## config.mk

```make
export PLATFORM = sky130hd
export DESIGN_NAME = mem_bridge
export DESIGN_NICKNAME = d
export VERILOG_FILES = /design/src/rtl/mem_bridge.sv
export SDC_FILE = /design/constraint.sdc
export NUM_CORES = 1
export LEC_CHECK = 0
export CAP_MARGIN = 20
export CORE_ASPECT_RATIO = 0.8
export CORE_MARGIN = 3
export CORE_UTILIZATION = 40
export CTS_BUF_LIST = sky130_fd_sc_hd__clkbuf_2 sky130_fd_sc_hd__clkbuf_4 sky130_fd_sc_hd__clkbuf_8
export CTS_CLUSTER_SIZE = 16
export DETAILED_ROUTE_END_ITERATION = 8
export SYNTH_ARGS = -nofsm -noshare
export SYNTH_HDL_FRONTEND = slang
export SYNTH_SLANG_ARGS = --single-unit
```

## constraint.sdc

```tcl
create_clock -name clock -period 8.2 [get_ports clock]
set_input_delay 0.82 -clock clock [delete_from_list [all_inputs] [get_ports clock]]
set_output_delay 0.82 -clock clock [all_outputs]
set_load 0.005 [all_outputs]
```

## src/rtl/mem_bridge.sv

```systemverilog
// CPU-to-bus memory bridge: posted write buffer in front of a single-outstanding
// external bus, with loads held back until every buffered store has drained.
module mem_bridge #(
    parameter int DEPTH = 4
) (
    input  logic        clock,
    input  logic        reset,
    input  logic        read_enable,
    input  logic [31:0] read_address,
    output logic [31:0] read_data,
    input  logic        write_enable,
    input  logic [31:0] write_address,
    input  logic [3:0]  write_select,
    input  logic [31:0] write_data,
    output logic        stall_request,
    output logic        mem_request,
    output logic        mem_write,
    output logic [31:0] mem_address,
    output logic [3:0]  mem_select,
    output logic [31:0] mem_write_data,
    input  logic [31:0] mem_read_data,
    input  logic        mem_ack,
    output logic [1:0]  dbg_state_o
);

    localparam int PW = $clog2(DEPTH);
    localparam int CW = PW + 1;
    localparam logic [CW-1:0] FULL_COUNT = CW'(DEPTH);
    localparam logic [31:0]   WORD_MASK  = 32'hFFFF_FFFC;

    typedef enum logic [1:0] {
        IDLE  = 2'd0,
        WRITE = 2'd1,
        READ  = 2'd2,
        DONE  = 2'd3
    } state_t;

    state_t        state_q;
    logic          done_q;
    logic [31:0]   read_data_q;
    logic          mem_request_q;
    logic          mem_write_q;
    logic [31:0]   mem_address_q;
    logic [3:0]    mem_select_q;
    logic [31:0]   mem_write_data_q;

    logic [31:0]   buf_addr_q [DEPTH];
    logic [3:0]    buf_sel_q  [DEPTH];
    logic [31:0]   buf_data_q [DEPTH];
    logic [PW-1:0] head_q, head_d;
    logic [PW-1:0] tail_q, tail_d;
    logic [CW-1:0] count_q, count_d;

    logic full;
    logic enq;
    logic pop;

    // A full buffer refuses the store even if the head pops this same edge.
    assign full          = (count_q == FULL_COUNT);
    assign enq           = write_enable & ~full;
    assign pop           = (state_q == WRITE) & mem_ack;
    assign stall_request = (read_enable & ~done_q) | (write_enable & full);

    assign read_data      = read_data_q;
    assign mem_request    = mem_request_q;
    assign mem_write      = mem_write_q;
    assign mem_address    = mem_address_q;
    assign mem_select     = mem_select_q;
    assign mem_write_data = mem_write_data_q;
    assign dbg_state_o    = state_q;

    always_comb begin
        head_d  = head_q;
        tail_d  = tail_q;
        count_d = count_q;
        if (enq) tail_d = tail_q + 1'b1;
        if (pop) head_d = head_q + 1'b1;
        case ({enq, pop})
            2'b10:   count_d = count_q + 1'b1;
            2'b01:   count_d = count_q - 1'b1;
            default: count_d = count_q;
        endcase
    end

    always_ff @(posedge clock) begin
        if (enq) begin
            buf_addr_q[tail_q] <= write_address & WORD_MASK;
            buf_sel_q[tail_q]  <= write_select;
            buf_data_q[tail_q] <= write_data;
        end
    end

    always_ff @(posedge clock) begin
        if (reset) begin
            head_q  <= '0;
            tail_q  <= '0;
            count_q <= '0;
        end else begin
            head_q  <= head_d;
            tail_q  <= tail_d;
            count_q <= count_d;
        end
    end

    always_ff @(posedge clock) begin
        if (reset) begin
            state_q          <= IDLE;
            done_q           <= 1'b0;
            read_data_q      <= '0;
            mem_request_q    <= 1'b0;
            mem_write_q      <= 1'b0;
            mem_address_q    <= '0;
            mem_select_q     <= '0;
            mem_write_data_q <= '0;
        end else begin
            done_q <= 1'b0;
            case (state_q)
                IDLE: begin
                    // Stores drain first; a load waits while a store is still being offered.
                    if (count_q != '0) begin
                        state_q          <= WRITE;
                        mem_request_q    <= 1'b1;
                        mem_write_q      <= 1'b1;
                        mem_address_q    <= buf_addr_q[head_q];
                        mem_select_q     <= buf_sel_q[head_q];
                        mem_write_data_q <= buf_data_q[head_q];
                    end else if (read_enable & ~done_q & ~write_enable) begin
                        state_q       <= READ;
                        mem_request_q <= 1'b1;
                        mem_write_q   <= 1'b0;
                        mem_address_q <= read_address & WORD_MASK;
                        mem_select_q  <= 4'b1111;
                    end
                end
                WRITE: begin
                    if (mem_ack) begin
                        state_q       <= IDLE;
                        mem_request_q <= 1'b0;
                        mem_write_q   <= 1'b0;
                    end
                end
                READ: begin
                    if (mem_ack) begin
                        state_q       <= DONE;
                        mem_request_q <= 1'b0;
                        read_data_q   <= mem_read_data;
                        done_q        <= 1'b1;
                    end
                end
                DONE: begin
                    state_q <= IDLE;
                end
                default: begin
                    state_q <= IDLE;
                end
            endcase
        end
    end

endmodule

```

==> flow_summary.toml, run 1 <==
[floorplan]
die_w_um = 218
core_area_um2 = 35100
start_util_pct = 41.0
pin_count = 242
die_area_um2 = 38300
die_h_um = 176
rows = 61

[critical_path]
worst_setup_path_end_kind = "output pin"
cp.arrival_ps = 2630
required_ps = 7380
criticalPathCategory = "reg -> out"
worstPathMaxFanout = 38
startpoint_type = "flop"
worstRegToRegCells = 3

[global_route]
met1_usage_pct = 25.2
grt-busiest-layer = "met2"
grt_pass1_wl_mm = 52.5
globalRoute.totalOverflow = 0
grt_max_degree = 92
use_met3_pct = 3.86
grt_pass1_vias = 8912
grt_antenna_before_repair = 2
grt.total_usage_pct = 17.8
met2_usage_pct = 27.9

[synthesis]
synth_warnings = 0
syn_area_um2 = 14400
ys_ff_latch = 376
avgSynthCellArea_um2 = 15.1
synth_ff_type = "edfxtp_1"
synth_edf_count = 264
seq_area_frac_synth_pct = 70.7
synthCells = 952
synth.distinct_cells = 43
synth-async-reset-ratio_pct = 0

[pwr]
peakVddDrop_mv = 0.171
power_density_nw_per_um2 = 299
cellLeakagePower_nw = 6.03

[timing]
worst_pin_slew_ps = 1160
max_freq_mhz = 290
finalCritPeriodShare_pct = 42.1
clock_skew_ps = 24.1
maxSlewHeadroom_pct = 22.6
period_needed_ps = 3450
slew_viol_final = 0
finalHoldViolations = 0
fin_ws_ps = 4750
rsz0062_at_grt = "false"
tns_ps = 0
finalSetupViolations = 0

[drt]
routed-via-count = 8736
vias_per_cell = 5.11
wl_per_cell_um = 20.1
ant_nets = 0
drtIter0Drc = 433
routed_wl_mm = 34.3
drc_errors = 0
drtPass1Iterations = 5

[clocking]
cts_tree = "done"
holdBufCountCts = 0
root_buffer = "clkbuf_8"
postCtsSetupBuffers = 0
htreeDepth = 2
cts_buffer_depth = 3
clkTransAtPathRegs_ps = 60
cts_buffers = 57
cts_resized = 0
clock_latency_ps = 600
cts_sinks = 376

[final_layout]
num-fill-cells = 3001
syn_to_final_growth_pct = 28.2
final_cells = 1709
nNetsFinal = 1335
drive_gt1_share_pct = 16.4

[place]
place.gp.congestion = 0.765
placed_cells = 1599
port_buffers = 235
hpwl_mm = 20.5
pre_cts_slack_ps = 4970

[outcome]
outcome = "complete, no violations"

[job]
maxCapViolations = 0

[hold_path]
hp-class = "reg -> reg"
hold_path_depth = 2
[cell usage in the layout (no fill, tap or decap), types with 14 or more instances in the layout]
cell type	count
clkbuf_4	31
dfxtp_1	106
clkbuf_8	66
inv_1	43
a211oi_1	30
clkdlybuf4s50_1	234
edfxtp_1	264
a21oi_1	72
nand2_1	164
a221oi_1	30
mux4_2	66
nor4b_1	31
buf_4	14
[metrics by stage]
step | hold slack (ps) | utilization [%] | area, um^2 | power [mW]
4_1_cts | 455 | 52.4 | 18400 | 5.57
3_5_place_dp | 446 | 48.9 | 17200 | 3.92
5_1_grt | 475 | 52.5 | 18400 | 5.82
6_report | 451 | 52.5 | 18400 | 5.51
3_3_place_gp | 441 | 48.8 | 17100 | 3.89
2_1_floorplan | 441 | - | 14400 | 3.23
[where the power goes]
part           switching (mW)  internal, mW  leakage, nW
Clock                   0.694         0.936        0.668
Combinational           0.746         0.696         2.02
Sequential              0.160          2.28         3.34
Total                    1.60          3.91         6.03
[per-layer routing]
layer / part of all wire (%) / vias up / wire length [um]
li1: - / 4073 / -
met1: 46 / 4353 / 15800
met2: 46 / 253 / 15700
met3: 6.1 / 55 / 2080
met4: 2.2 / 2 / 753
met5: 0.058 / - / 20
[final timing paths]
check / from / endpoint / slack, ps
setup reg to reg: count_q[0]$_SDFFE_PP0P_ / buf_sel_q[0][2]$_DFFE_PP_ / 5250
setup / recovery: count_q[2]$_SDFFE_PP0P_ / stall_request / 4750
hold / removal: mem_write_data[5]$_SDFFE_PP0P_ / mem_write_data[5]$_SDFFE_PP0P_ / 450
hold reg to reg: mem_write_data[5]$_SDFFE_PP0P_ / mem_write_data[5]$_SDFFE_PP0P_ / 450
[area by class of cell]
cell class,count,area [um^2],area share [%]
flip-flops and latches,376,10200,55.2
multi-input cells,457,3750,20.3
repair buffers,251,2510,13.6
clock buffers,97,1140,6.19
well taps,472,591,3.20
inverters,45,169,0.916
clock inverters,10,98.8,0.536
diodes,1,2.50,0.0136
[worst max-delay path, cell delays in order (launching register included)]
cell and delay, ps:
dfxtp_1 300, buf_4 420, or3b_1 560, o22ai_1 200, clkdlybuf4s50_1 560
[cells in the mapped netlist (all sizes together) (3+ instances only)]
cell type / number / area, um^2
and3: 4 / 25.0
dfxtp: 112 / 2240
a211oi: 30 / 225
mux4: 66 / 1490
xor2: 3 / 26.3
ha: 9 / 113
edfxtp: 264 / 7930
o21ai: 7 / 38.8
a221oi: 30 / 263
inv: 45 / 169
nor2: 10 / 37.5
nor4b: 31 / 272
buf: 30 / 164
nand3: 3 / 15.0
clkbuf: 45 / 169
a21oi: 72 / 360
nand2: 164 / 616
[state kept, by name (all words and copies together), names as in the netlist, named ones only]
name            flops
buf_addr_q        120
buf_data_q        128
buf_sel_q          16
count_q             3
dbg_state_o         2
done_q              1
head_q              2
mem_address        30
mem_request         1
mem_select          4
mem_write           1
mem_write_data     32
read_data          32
tail_q              2
[cells by family (layout without fill, tap and decap cells)]
| group | Yosys count | after routing | share of synthesized area (%) |
|---|---|---|---|
| adder cells (fa/ha/maj) | 10 | 10 | 0.922 |
| flip-flops | 376 | 376 | 70.7 |
| AND/OR/NAND/NOR | 223 | 223 | 7.25 |
| other | 1 | 3 | 0.0261 |
| multiplexers | 69 | 69 | 10.6 |
| XOR/XNOR | 4 | 4 | 0.244 |
| buffers and inverters | 120 | 403 | 3.49 |
| AO/OA/AOI/OAI | 149 | 149 | 6.80 |
Power figures use the tool's default switching activity.
==> run 2, diff against run 1 <==
Clock period 8.2 ns to 3.4 ns, I/O delays scaled along.
==> flow_summary.toml, run 2 (synthesis results as in run 1) <==
[timing]
finalSetupViolations = 0
maxSlewHeadroom_pct = 31.9
max_freq_mhz = 349
finalHoldViolations = 0
period_needed_ps = 2870
tns_ps = 0
clock_skew_ps = 14.6
finalCritPeriodShare_pct = 84.3
rsz0062_at_grt = "false"
slew_viol_final = 0
worst_pin_slew_ps = 1020
holdWs_ps = 163

[final_layout]
nNetsFinal = 1347
mostFrequentLayoutCells = "edfxtp_1, clkdlybuf4s50_1, nand2_1"
drive_gt1_share_pct = 17.1
largest_reg_flops = 128
largest_register = "buf_data_q"
layout.cells.most_common = "edfxtp_1"
syn_to_final_growth_pct = 29.6
top_regs = "buf_data_q x128, buf_addr_q x120"

[drt]
routed-via-count = 8809
drtIter0Drc = 560
dr_wl_met3_mm = 2.36
wl_per_cell_um = 20.0
drtPass1Iterations = 5
wl_met1_mm = 15.5
vias_per_cell = 5.12
drc_errors = 0
topRoutingLayerUsed = "met5"
ant_nets = 0
routed_wl_mm = 34.4
wl_met2_mm = 15.9

[pwr]
power_density_nw_per_um2 = 721
peakVddDrop_mv = 0.360
cellLeakagePower_nw = 6.12

[floorplan]
core_area_um2 = 35100
rows = 61
die_w_um = 218
die_area_um2 = 38300
pin_count = 242
die_h_um = 176
start_util_pct = 41.0

[critical_path]
cp.arrival_ps = 2530
reg2reg_from = "count_q[2]$_SDFFE_PP0P_"
criticalPathCategory = "reg -> out"
required_ps = 3060
worst_setup_path_end_kind = "output pin"
worstPathMaxFanout = 26
startpoint_type = "flop"
r2r_setup_slack_ps = 780
worstRegToRegCells = 9
r2r-end = "count_q[2]$_SDFFE_PP0P_"

[clocking]
root_buffer = "clkbuf_8"
postCtsSetupBuffers = 0
cts_buffers = 59
htreeDepth = 2
cts_sinks = 376
cts_tree = "done"
holdBufCountCts = 0
cts_buffer_depth = 3
clock_latency_ps = 590
clkTransAtPathRegs_ps = 60
cts_resized = 0

[job]
maxCapViolations = 0

[global_route]
grt_pass1_vias = 8828
grt_antenna_before_repair = 3
grt_pass1_wl_mm = 52.7
globalRoute.totalOverflow = 0
grt_max_degree = 83
grt.total_usage_pct = 17.8

[place]
port_buffers = 235
hpwl_mm = 20.8
place.gp.congestion = 0.770

[hold_path]
hp-class = "in -> reg"
hold_path_end = "head_q[0]$_SDFFE_PP0N_"
hold_path_depth = 2
hold_start = "reset"

[outcome]
outcome = "complete, no violations"
-- run 2: changes by cell type in the layout (fill, tap and decap cells not counted), sizes merged --
cell      previous run  this run
buf                 17        27
clkinv               7        17
clkbuf              97        87
clkinvlp             0         2
inv                 46        45
bufinv               2         4
-- run 2: area by class of cell --
type	count	area (um^2)
Timing Repair Buffer	261	2670
Clock inverter	23	213
Inverter	45	169
Sequential cell	376	10200
Clock buffer	87	1060
Antenna cell	1	2.50
Multi-Input combinational cell	457	3750
Tap cell	472	591
Fill cell	2963	16500
-- run 2: per-stage QoR --
| step | instance area, um^2 | total power [mW] | cells | util (%) | setup WS, ps |
|---|---|---|---|---|---|
| 2_1_floorplan | 14400 | 7.79 | 953 | - | 471 |
| 3_3_place_gp | 17300 | 9.42 | 1609 | 49.3 | 805 |
| 3_5_place_dp | 17300 | 9.48 | 1609 | 49.3 | 818 |
| 4_1_cts | 18600 | 13.6 | 1719 | 52.9 | 487 |
| 5_1_grt | 18600 | 14.2 | 1722 | 53.1 | 422 |
| 6_report | 18600 | 13.4 | 1722 | 53.1 | 535 |
-- run 2: metal layers --
layer  track usage [%]  vias up
met5                 0        -
met4              4.94        4
met3              4.31       48
met2              27.6      266
met1              25.3     4389
li1                  -     4102
-- run 2: power breakdown --
part           switching (mW)  internal [mW]  leakage (nW)  total [mW]
Sequential              0.301           5.49          3.34        5.79
Clock                    1.73           2.31         0.678        4.04
Combinational            1.89           1.73          2.09        3.62
-- run 2: critical path, cell delays in order, from the launching register on --
cell,delay (ps)
dfxtp_1,340
buf_4,300
or3b_1,540
o22ai_1,190
clkdlybuf4s50_1,560
-- run 2: worst max path at each step --
stage	from	slack, ps	depth (start not counted)	to
CTS	count_q[2]$_SDFFE_PP0P_	490	4	stall_request
finish	count_q[2]$_SDFFE_PP0P_	530	4	stall_request
floorplan	count_q[0]$_SDFFE_PP0P_	470	4	buf_addr_q[0][0]$_DFFE_PP_
global route	count_q[2]$_SDFFE_PP0P_	420	4	stall_request
global placement	count_q[2]$_SDFFE_PP0P_	800	9	count_q[2]$_SDFFE_PP0P_
detailed placement	count_q[2]$_SDFFE_PP0P_	820	9	count_q[2]$_SDFFE_PP0P_
==> run 3, diff against run 2 <==
Settings changed: PLACE_DENSITY set to 0.65.
Clock period 3.4 ns to 2.5 ns, I/O delays scaled along.
==> flow_summary.toml, run 3 (synthesis results as in run 1) <==
[critical_path]
criticalPathCategory = "reg -> reg"
worstPathMaxFanout = 34
startpoint_type = "flop"
critPathLaunch = "count_q[1]$_SDFFE_PP0P_"
worstRegToRegCells = 4
worst_setup_path_end_kind = "flop"
reg2reg_from = "count_q[1]$_SDFFE_PP0P_"
r2r_setup_slack_ps = 250
required_ps = 2910
r2r-end = "mem_address[23]$_SDFFE_PP0P_"
cp.arrival_ps = 2660

[floorplan]
die_h_um = 176
pin_count = 242
die_w_um = 218
start_util_pct = 41.0
core_area_um2 = 35100
rows = 61
die_area_um2 = 38300

[clocking]
root_buffer = "clkbuf_8"
clock_latency_ps = 590
cts_buffer_depth = 3
clkTransAtPathRegs_ps = 60
cts_tree = "done"
cts_buffers = 59
htreeDepth = 2
cts_sinks = 376

[global_route]
use_met3_pct = 3.86
globalRoute.totalOverflow = 0
grt_max_degree = 52
grt.total_usage_pct = 18.0
grt_pass1_vias = 9260
met2_usage_pct = 28.8
grt-busiest-layer = "met2"
grt_antenna_before_repair = 1
met1_usage_pct = 25.4
grt_pass1_wl_mm = 53.4

[place]
port_buffers = 235
place.gp.congestion = 0.746
hpwl_mm = 21.9
placed_cells = 1619
pre_cts_slack_ps = 184
placed_cell_area_um2 = 17500

[hold_path]
hold_path_depth = 2
hp-class = "in -> reg"
hold_path_end = "mem_write_data[9]$_SDFFE_PP0P_"
hold_start = "reset"

[drt]
drtIter0Drc = 598
wl_per_cell_um = 20.0
routed_wl_mm = 34.6
drtPass1Iterations = 4
routed-via-count = 8880
drc_errors = 0
ant_nets = 0
vias_per_cell = 5.13

[final_layout]
drive_gt1_share_pct = 17.6
nNetsFinal = 1355
largest_register = "buf_data_q"
final_cells = 1730
multi_input_area_um2 = 3750
syn_to_final_growth_pct = 30.3
layout.cells.most_common = "edfxtp_1"
num-fill-cells = 2968
mostFrequentLayoutCells = "edfxtp_1, clkdlybuf4s50_1, nand2_1"
top_regs = "buf_data_q x128, buf_addr_q x120"
register_area_um2 = 10200
largest_reg_flops = 128
design_area_um2 = 18700

[timing]
rsz0062_at_grt = "false"
worst_pin_slew_ps = 1080
clock_skew_ps = 9.67
finalHoldViolations = 0
maxSlewHeadroom_pct = 28.0
finalSetupViolations = 0
period_needed_ps = 2250
tns_ps = 0
max_freq_mhz = 445
slew_viol_final = 0
fin_ws_ps = 252
finalCritPeriodShare_pct = 89.9

[pwr]
peakVddDrop_mv = 0.623
switching_power_mw = 5.34
switching_share_pct = 29.2
cellLeakagePower_nw = 6.16
power_density_nw_per_um2 = 975
p_int_mw = 12.9
p_total_mw = 18.3
power_frac_comb_pct = 27.4
pwr-share-clk_pct = 29.6
seqPwrFrac_pct = 43.0

[job]
maxCapViolations = 0

[outcome]
outcome = "complete, no violations"
==> run 3: how the worst max path moves through the flow <==
stage	end	cells past startpoint
final	mem_address[23]$_SDFFE_PP0P_	4
after global routing	count_q[2]$_SDFFE_PP0P_	9
after CTS	mem_address[23]$_SDFFE_PP0P_	4
after detailed placement	mem_address[23]$_SDFFE_PP0P_	5
after global placement	mem_address[25]$_SDFFE_PP0P_	5
after floorplan	count_q[2]$_SDFFE_PP0P_	10
==> run 3: final cells by class <==
cell class                 count  share of cell area, %
antenna                        1                 0.0133
clock inverter                19                  0.868
inverter                      45                  0.901
clock buffer                  91                   5.88
tap                          472                   3.15
multi-input combinational    457                   20.0
sequential                   376                   54.3
timing repair buffer         269                   14.9
==> run 3: timing repair <==
action                                  4_1_cts  5_1_grt
endpoints found under the setup margin        1        0
buffers inserted                              0        0
resized for setup                             1        0
hold buffers                                  0        0
==> run 3: power groups by stage <==
stage | clock network (mW) | registers, mW | logic, mW
floorplan | 0 | 7.92 | 2.66
global placement | 0 | 7.96 | 5.02
detailed placement | 0 | 7.99 | 5.07
CTS | 5.57 | 7.87 | 5.10
global route | 5.87 | 7.94 | 5.46
finish | 5.41 | 7.85 | 5.02
==> run 3: routing by layer <==
metal | vias up | share of wire [%]
met5 | - | 0.038
met4 | 2 | 1.5
met3 | 50 | 6.4
met2 | 274 | 47
met1 | 4431 | 45
li1 | 4123 | -
==> run 3: metrics by stage <==
step                utilization [%]  hold WS (ps)
global placement               49.8           440
floorplan                         -           349
global route                   53.4           134
detailed placement             49.8           446
finish                         53.4           160
CTS                            53.4           119
==> run 3: critical path: stages, from the launching register on <==
cell	delay [ps]
dfxtp_2	320
buf_4	220
or3_1	400
o21ai_4	860
a221oi_1	240
